## config.mk

```make
export PLATFORM = sky130hd
export DESIGN_NAME = matrix_multiply_seq
export DESIGN_NICKNAME = d
export VERILOG_FILES = /design/src/rtl/matrix_multiply_seq.sv
export SDC_FILE = /design/constraint.sdc
export NUM_CORES = 2
export LEC_CHECK = 0
export ABC_AREA = 1
export BUFFER_PORTS_ARGS = -buffer_cell sky130_fd_sc_hd__buf_2
export CAP_MARGIN = 20
export CORE_UTILIZATION = 40
export DETAILED_ROUTE_END_ITERATION = 8
export SYNTH_ARGS = -nofsm -noshare
export SYNTH_HDL_FRONTEND = slang
export SYNTH_SLANG_ARGS = --single-unit
```

## constraint.sdc

```tcl
create_clock -name clk -period 7.5 [get_ports clk]
set_input_delay 1.5 -clock clk [delete_from_list [all_inputs] [get_ports clk]]
set_output_delay 1.5 -clock clk [all_outputs]
set_load 0.01 [all_outputs]
```

## src/rtl/matrix_multiply_seq.sv

```systemverilog
// Sequential N x N matrix multiplier: one MAC lane per result column,
// one result row every mat_size cycles, start/busy/done handshake.
module matrix_multiply_seq #(
    parameter int mat_size = 4,
    parameter int dat_size = 8,
    parameter int acc_size = 2 * dat_size + $clog2(mat_size)
) (
    input  logic                                         clk,
    input  logic                                         rst,
    input  logic                                         start,
    input  logic                                         signed_mode,
    input  logic [mat_size*mat_size-1:0][dat_size-1:0]   mat_A,
    input  logic [mat_size*mat_size-1:0][dat_size-1:0]   mat_B,
    output logic                                         busy,
    output logic                                         done,
    output logic [mat_size*mat_size-1:0][acc_size-1:0]   mat_C
);

    localparam int num_el = mat_size * mat_size;
    localparam int cnt_w  = (mat_size > 1) ? $clog2(mat_size) : 1;
    // Two spare bits keep the extended operands and their product exact.
    localparam int prod_w = acc_size + 2;

    typedef enum logic [1:0] {StIdle, StCompute, StDone} state_e;

    state_e                              state_q, state_d;
    logic [num_el-1:0][dat_size-1:0]     a_q, a_d, b_q, b_d;
    logic                                sm_q, sm_d;
    logic [cnt_w-1:0]                    i_q, i_d, k_q, k_d;
    logic [mat_size-1:0][acc_size-1:0]   acc_q, acc_d;
    logic [num_el-1:0][acc_size-1:0]     c_q, c_d;

    logic [dat_size-1:0]                 a_sel;
    logic [mat_size-1:0][dat_size-1:0]   b_sel;
    logic signed [prod_w-1:0]            a_w;
    logic signed [prod_w-1:0]            prod [mat_size];
    logic [mat_size-1:0][acc_size-1:0]   lane_sum;
    logic                                k_last, i_last;

    function automatic logic signed [prod_w-1:0] extend(input logic [dat_size-1:0] v,
                                                        input logic sm);
        logic signed [dat_size:0] v1;
        v1 = $signed({sm & v[dat_size-1], v});
        return prod_w'(v1);
    endfunction

    // A[i][k] is broadcast to every lane; lane j takes B[k][j].
    always_comb begin
        a_sel = '0;
        b_sel = '0;
        for (int n = 0; n < num_el; n++) begin
            if (n == int'(i_q) * mat_size + int'(k_q)) a_sel = a_q[n];
        end
        for (int kk = 0; kk < mat_size; kk++) begin
            for (int j = 0; j < mat_size; j++) begin
                if (kk == int'(k_q)) b_sel[j] = b_q[kk*mat_size+j];
            end
        end
    end

    always_comb begin
        a_w = extend(a_sel, sm_q);
        for (int j = 0; j < mat_size; j++) begin
            prod[j]     = a_w * extend(b_sel[j], sm_q);
            lane_sum[j] = acc_q[j] + prod[j][acc_size-1:0];
        end
    end

    assign k_last = (k_q == cnt_w'(mat_size - 1));
    assign i_last = (i_q == cnt_w'(mat_size - 1));

    always_comb begin
        state_d = state_q;
        a_d     = a_q;
        b_d     = b_q;
        sm_d    = sm_q;
        i_d     = i_q;
        k_d     = k_q;
        acc_d   = acc_q;
        c_d     = c_q;
        unique case (state_q)
            StIdle: begin
                if (start) begin
                    a_d     = mat_A;
                    b_d     = mat_B;
                    sm_d    = signed_mode;
                    acc_d   = '0;
                    i_d     = '0;
                    k_d     = '0;
                    state_d = StCompute;
                end
            end
            StCompute: begin
                if (k_last) begin
                    for (int ii = 0; ii < mat_size; ii++) begin
                        for (int jj = 0; jj < mat_size; jj++) begin
                            if (ii == int'(i_q)) c_d[ii*mat_size+jj] = lane_sum[jj];
                        end
                    end
                    acc_d = '0;
                    k_d   = '0;
                    i_d   = i_q + cnt_w'(1);
                    if (i_last) state_d = StDone;
                end else begin
                    acc_d = lane_sum;
                    k_d   = k_q + cnt_w'(1);
                end
            end
            StDone: begin
                state_d = StIdle;
            end
            default: begin
                state_d = StIdle;
            end
        endcase
    end

    always_ff @(posedge clk) begin
        if (rst) begin
            state_q <= StIdle;
            a_q     <= '0;
            b_q     <= '0;
            sm_q    <= 1'b0;
            i_q     <= '0;
            k_q     <= '0;
            acc_q   <= '0;
            c_q     <= '0;
        end else begin
            state_q <= state_d;
            a_q     <= a_d;
            b_q     <= b_d;
            sm_q    <= sm_d;
            i_q     <= i_d;
            k_q     <= k_d;
            acc_q   <= acc_d;
            c_q     <= c_d;
        end
    end

    assign busy  = (state_q != StIdle);
    assign done  = (state_q == StDone);
    assign mat_C = c_q;

endmodule
```

# Word level (Yosys, flattened, before mapping)
# Index checks and enable logic that the tools add are counted.
[totals]
reg_bits = 623
latch_bits = 0
mem_bits_rw = 0
rom_bits = 0
inputBits = 260
elab_cells = 158
n_memories = 0
[classes]
addsub = 7
n_mul = 4
n_div = 0
n_lt_le_gt_ge = 0
eq_ne = 28
n_shift = 0
muxes = 44
bitwise = 5
reduce_logical = 14
[op_table]
columns = ["op", "count"]
rows = [
  ["8-bit 2-to-1 mux", 32],
  ["5-bit by 32-bit == test with 1-bit output (first input constant)", 7],
  ["72-bit 2-to-1 mux", 2],
  ["72-bit one-hot mux with 2 select lines", 1],
  ["4-bit by 32-bit == test with 1-bit output (first input constant)", 4],
  ["18-bit adder", 4],
  ["9-bit by 9-bit multiplier with 18-bit output", 4],
  ["3-bit by 32-bit == test with 1-bit output (first input constant)", 2],
  ["2-bit by 32-bit == test with 1-bit output (first input constant)", 1],
  ["32-bit logical NOT", 1],
  ["3-bit AND reduction", 6],
  ["2-bit 2-to-1 mux", 6],
  ["2-bit one-hot mux with 2 select lines", 3],
  ["2-bit == test (first input constant)", 4],
  ["2-bit == test (second input constant)", 3],
  ["2-bit logical NOT", 3],
  ["2-bit inequality test (second input constant)", 3],
  ["4-bit by 2-bit adder with 5-bit output", 1],
  ["1-bit AND", 5],
  ["4-bit by 5-bit == test with 1-bit output (first input constant)", 1],
  ["2-bit by 1-bit adder with 2-bit output (second input constant)", 2],
  ["1-bit by 2-bit == test with 1-bit output (first input constant)", 2],
  ["2-bit AND reduction", 2],
  ["2-bit nonzero test", 2],
  ["2-bit by 1-bit == test with 1-bit output (second input constant)", 1],
]

# Depth between registers and ports, before layout
[logic_depth]
ltp_word = 23
depth_mapped = 51
mapped_depth_nobuf = 49

# Least setup slack after synthesis
# OpenSTA, ideal clock, no wires.
[synth_timing]
path_type = "flip-flop to flip-flop"
startpoint = "register k_q[0]"
endpoint = "register acc_q[31] in the netlist's numbering"
setup_time_ps = 70
arrival_time_ps = 6521
slack_ps = 908
stages_incl_launch_ff = 48
cell_sequence = "dfxtp_1 > inv_1 > ha_1 > buf_4 > nand2_4 > clkinv_1 > nor2_1 > nand2_1 > nand2_1 > nand2_1 > nand2_1 > nand2_1 > nand2_1 > nand2_1 > nand2_1 > nand2_1 > nand2_1 > nand2_1 > [... 12 more ...] > inv_1 > fa_1 > inv_1 > fa_1 > inv_1 > ha_1 > nand2_1 > nor3_1 > nand2_1 > o211ai_1 > a21oi_1 > o21ai_0 > nand2_1 > nand2_1 > a21oi_1 > xnor2_1 > nand2_1 > a21oi_1"
[synth_via]
elab_chain_cells = 23
[synth_lines]
columns = ["element", "line_no", "source"]
rows = [
  ["start, declared", "29", "logic [cnt_w-1:0] i_q, i_d, k_q, k_d;"],
  ["start signal, assigned", "134", "k_q <= k_d;"],
  ["4-bit by 2-bit adder with 5-bit output", "52", "if (n == int'(i_q) * mat_size + int'(k_q)) a_sel = a_q[n];"],
  ["32-bit logical NOT", "52", ""],
  ["8-bit 2-to-1 mux (16 in a row)", "52", ""],
  ["1-bit AND", "43", "v1 = $signed({sm & v[dat_size-1], v});"],
  ["9-bit by 9-bit multiplier with 18-bit output", "64", "prod[j] = a_w * extend(b_sel[j], sm_q);"],
  ["18-bit adder", "65", "lane_sum[j] = acc_q[j] + prod[j][acc_size-1:0];"],
  ["72-bit 2-to-1 mux *", "94", "if (k_last) begin"],
  ["72-bit one-hot mux with 2 select lines *", "81", "unique case (state_q)"],
  ["end signal, assigned", "126", "acc_q <= '0;"],
  ["end signal, assigned", "135", "acc_q <= acc_d;"],
  ["end, declared", "30", "logic [mat_size-1:0][acc_size-1:0] acc_q, acc_d;"],
]
# Mark *: on every way between the ends. The rest lies on a longest branch, timed or not.
# A chain may end at the register's enable or synchronous reset.

# Worst setup path after layout
[layout_timing]
startpoint = "register k_q[0]"
endpoint = "register c_q, in the netlist mat_C[215]"
[layout_via]
elab_chain_cells = 21
[layout_lines]
columns = ["element", "line_no", "source"]
rows = [
  ["4-bit by 2-bit adder with 5-bit output", "52", ""],
  ["32-bit logical NOT", "52", ""],
  ["8-bit 2-to-1 mux (16 in a row)", "52", ""],
  ["1-bit AND", "43", ""],
  ["9-bit by 9-bit multiplier with 18-bit output", "64", ""],
  ["18-bit adder", "65", ""],
  ["end signal, assigned", "127", "c_q <= '0;"],
  ["end signal, assigned", "136", "c_q <= c_d;"],
  ["end, declared", "31", "logic [num_el-1:0][acc_size-1:0] c_q, c_d;"],
]
# Several ways; a longest one is shown, not always the timed one.

==> run_results.csv <==
group,metric,value,unit
worst_setup_path,reg2reg_from,"k_q[0]$_SDFFE_PP0P_",
power,ir_drop,0.1541,mV
sta,holdWs,453.5,ps
sta,setup_viol,0,
sta,min_period,7155,ps
worst_setup_path,crit_cells,25,
worst_setup_path,critical_path_class,"flip-flop to flip-flop",
die,num_rows,114,
route,antenna_left,0,
worst_setup_path,critical_path_arrival,7680,ps
logic_synthesis,synth_edf_count,0,
worst_setup_path,cpPeakStageDelay,650,ps
global_routing,grt_max_degree,231,
clock_network,clk_latency,640,ps
clock_network,clk_path_buf_depth,3,
global_routing,track_usage,26.49,%
route,routed_via_density,5.019,
logic_synthesis,async_reset_ff_share,0,%
power,power.total,0.01014,W
placed_design,numPortBuffers,549,
sta,min_period_over_period,95.40,%
clock_network,clock-sinks,623,
placed_design,dp_hpwl,97970,µm
placed_design,place_congestion,0.9336,
global_routing,grt_pass1_vias,34675,
layout,multi_input_comb_area,0.02283,mm²
clock_network,cts_buffers,72,
clock_network,cts_tree,"done",
route,vias,34856,
power,leakage,23.58,nW
logic_synthesis,synth_area,0.03893,mm²
logic_synthesis,yosys.area.top_type,"dfxtp_1",
power,power_density,218.2,mW/mm²
logic_synthesis,synth.distinct_cells,40,
sta,drv_slew,0,
route,first_iter_violations,2259,
clock_network,path_clk_slew,60,ps
run_status,status,"completed",
logic_synthesis,netlist_top_cells_count,"nor2_1 (874), inv_1 (768), dfxtp_1 (623)",
logic_synthesis,yosysWarnings,0,
sta,clock-skew-final,40.13,ps
die,die_area,0.09858,mm²
layout,final_cells,6945,
worst_setup_path,cp-start-kind,"flip-flop",
logic_synthesis,ys_top_cells_by_area,"dfxtp_1 (32%), fa_1 (17%), nor2_1 (8.4%), o21ai_0 (7.5%), inv_1 (7.4%)",
worst_setup_path,crit_family,"adder cells",
sta,fmax,139.8,MHz
sta,tightestPinTransition,1103,ps
logic_synthesis,syn_nets,5872,
worst_setup_path,worstSetupStartpoint,"k_q[0]$_SDFFE_PP0P_",
logic_synthesis,post-synth-top-count-cell,"nor2_1",
sta,slew_headroom,26.49,%
logic_synthesis,synth-main-ff-cell,"dfxtp_1",
route,wl_per_cell,19.01,µm
job,cap_viol_max_count,0,
worst_setup_path,crit_end,"mat_C[215]$_SDFFE_PP0P_",
placed_design,dpl-instance-area,0.04342,mm²
worst_setup_path,worst_setup_path_end_kind,"flip-flop",
min_path,min_path_type,"flip-flop to flip-flop",
layout,syn_to_final_growth,19.41,%
global_routing,antenna_found_initial,8,
layout,final_area,0.04649,mm²
route,first_pass_iters,8,
worst_setup_path,required,8030,ps
worst_setup_path,r2r_slack,350,ps
logic_synthesis,ys_ff_latch,623,
sta,final_hold_viol_count,0,
die,initial_core_util,40.31,%
worst_setup_path,critPathSlowestCell,"o21ai_1",
die,core,0.09657,mm²
worst_setup_path,rr_worst_depth,25,
worst_setup_path,crit_buf_inv,10,
logic_synthesis,yosysSeqAreaShare,32.04,%
die,die_h,314.0,µm
route,drcViolationCount,0,
logic_synthesis,synth_top_area_share,32.04,%
die,fp.dieW,314.0,µm
logic_synthesis,synthCells,5081,
global_routing,overflow,0,
global_routing,grt_pass1_wl,202100,µm
worst_setup_path,rr_endpoint,"mat_C[215]$_SDFFE_PP0P_",
route,drt_wl_total,132000,µm
logic_synthesis,avgSynthCellArea,7.662,µm²
layout,nFillCells,9667,
worst_setup_path,crit_path_frequent_cell,"inv_1",
placed_design,dp_cells,6791,
worst_setup_path,crit_path_max_fanout,62,
layout,finalNetCount,6400,
clock_network,cts.htree.levels,3,
die,pin_count,550,
clock_network,cts_root_buffer,"clkbuf_16",
sta,finalSetupTns,0,ps
layout,seqCellArea,0.01248,mm²
layout,drive_gt1_share,17.45,%
## how the worst min path moves through the flow
stage / start / end / slack (ps) / cells after the start
global route: b_q[80]$_SDFFE_PP0P_ / b_q[80]$_SDFFE_PP0P_ / 470 / 2
detailed placement: b_q[94]$_SDFFE_PP0P_ / b_q[94]$_SDFFE_PP0P_ / 450 / 2
global placement: b_q[85]$_SDFFE_PP0P_ / b_q[85]$_SDFFE_PP0P_ / 440 / 2
CTS: b_q[94]$_SDFFE_PP0P_ / b_q[94]$_SDFFE_PP0P_ / 460 / 2
floorplan: b_q[64]$_SDFFE_PP0P_ / b_q[64]$_SDFFE_PP0P_ / 430 / 2
finish: b_q[94]$_SDFFE_PP0P_ / b_q[94]$_SDFFE_PP0P_ / 450 / 2
## layout make-up
cell class	count	share of cell area [%]
Timing Repair inverter	1	0.01077
Clock inverter	26	0.6164
Tap cell	1276	3.434
Antenna cell	6	0.03230
Clock buffer	102	4.514
Sequential cell	623	26.84
Timing Repair Buffer	723	9.089
Multi-Input combinational cell	3409	49.11
Inverter	779	6.349
## worst reg2reg max path, stage by stage, from the launching register on
cell      delay, ps
dfxtp_2         370
ha_2            330
buf_4           620
inv_1           350
o21ai_1         650
nor2_1          220
clkinv_1        120
buf_4           180
nor2_1           90
fa_1            490
inv_1            90
fa_1            510
inv_1            50
fa_1            440
fa_1            490
inv_1            50
fa_1            510
inv_1            50
ha_1            360
nand2_1         120
nor4_1          310
a221oi_2        120
xor2_1          160
buf_4           180
o21ai_0         160
inv_1            60
## metrics by stage
stage | worst slack, ps | utilization [%]
after global routing | -46.55 | 48.14
after global placement | 163.1 | 44.97
final | 345.1 | 48.14
after detailed placement | 35.93 | 44.97
after CTS | 13.74 | 47.44
after floorplan | 908.4 | -
## placed cells by master, fill, tap and decap left out, types with 12 or more instances in the layout
cell type and n:
xor2_1 49, fa_1 330, inv_1 760, ha_1 186
nor2_1 867, buf_2 548, buf_4 161, o21ai_1 13
clkbuf_16 80, dfxtp_1 620, a22oi_1 60, o21ai_0 570
nand2_1 610, clkbuf_1 15, nand3_1 65, xnor2_1 45
clkbuf_8 12, or2_2 42, nand2_2 25, a21oi_1 440
ha_4 12
## power breakdown
group	total (W)	leakage, nW	internal, W	switching, W
logic	0.00300	17.3	0.00106	0.00193
clock network	0.00359	1.17	0.00207	0.00152
registers	0.00355	5.08	0.00346	0.0000891
total	0.0101	23.6	0.00660	0.00354
## layer usage
layer | GRT usage, % | wire [µm] | part of all wire (%)
met1 | 33.06 | 54820 | 42
met2 | 45.32 | 63920 | 48
met3 | 4.664 | 7819 | 5.9
met4 | 10.30 | 5438 | 4.1
met5 | 0 | 0 | 0
## kinds of logic (layout without fill, tap and decap cells)
logic type	after synthesis	in the layout	synth area share, %
adders and majority gates	531	531	23.45
and+or+nand+nor	1655	1656	16.81
xor gates and xnor gates	96	96	2.160
AOI/OAI and AO/OA	1126	1126	15.07
DFF	623	623	32.04
other	0	6	0
buffers and inverters	1050	1631	10.48
## state kept, by name (all words and copies together), names as in the netlist
register	flops
a_q	128
k_q	2
sm_q	1
acc_q	72
i_q	2
mat_C	288
state_q	2
b_q	128
## what timing repair did
| item | 4_1_cts | 5_1_grt |
|---|---|---|
| endpoints found under the setup margin | 0 | 174 |
| resized for setup | 0 | 107 |
| hold buffers | 0 | 0 |
| endpoints found under the hold margin | 0 | 0 |
| setup buffers | 0 | 13 |
Power figures use the tool's default switching activity.
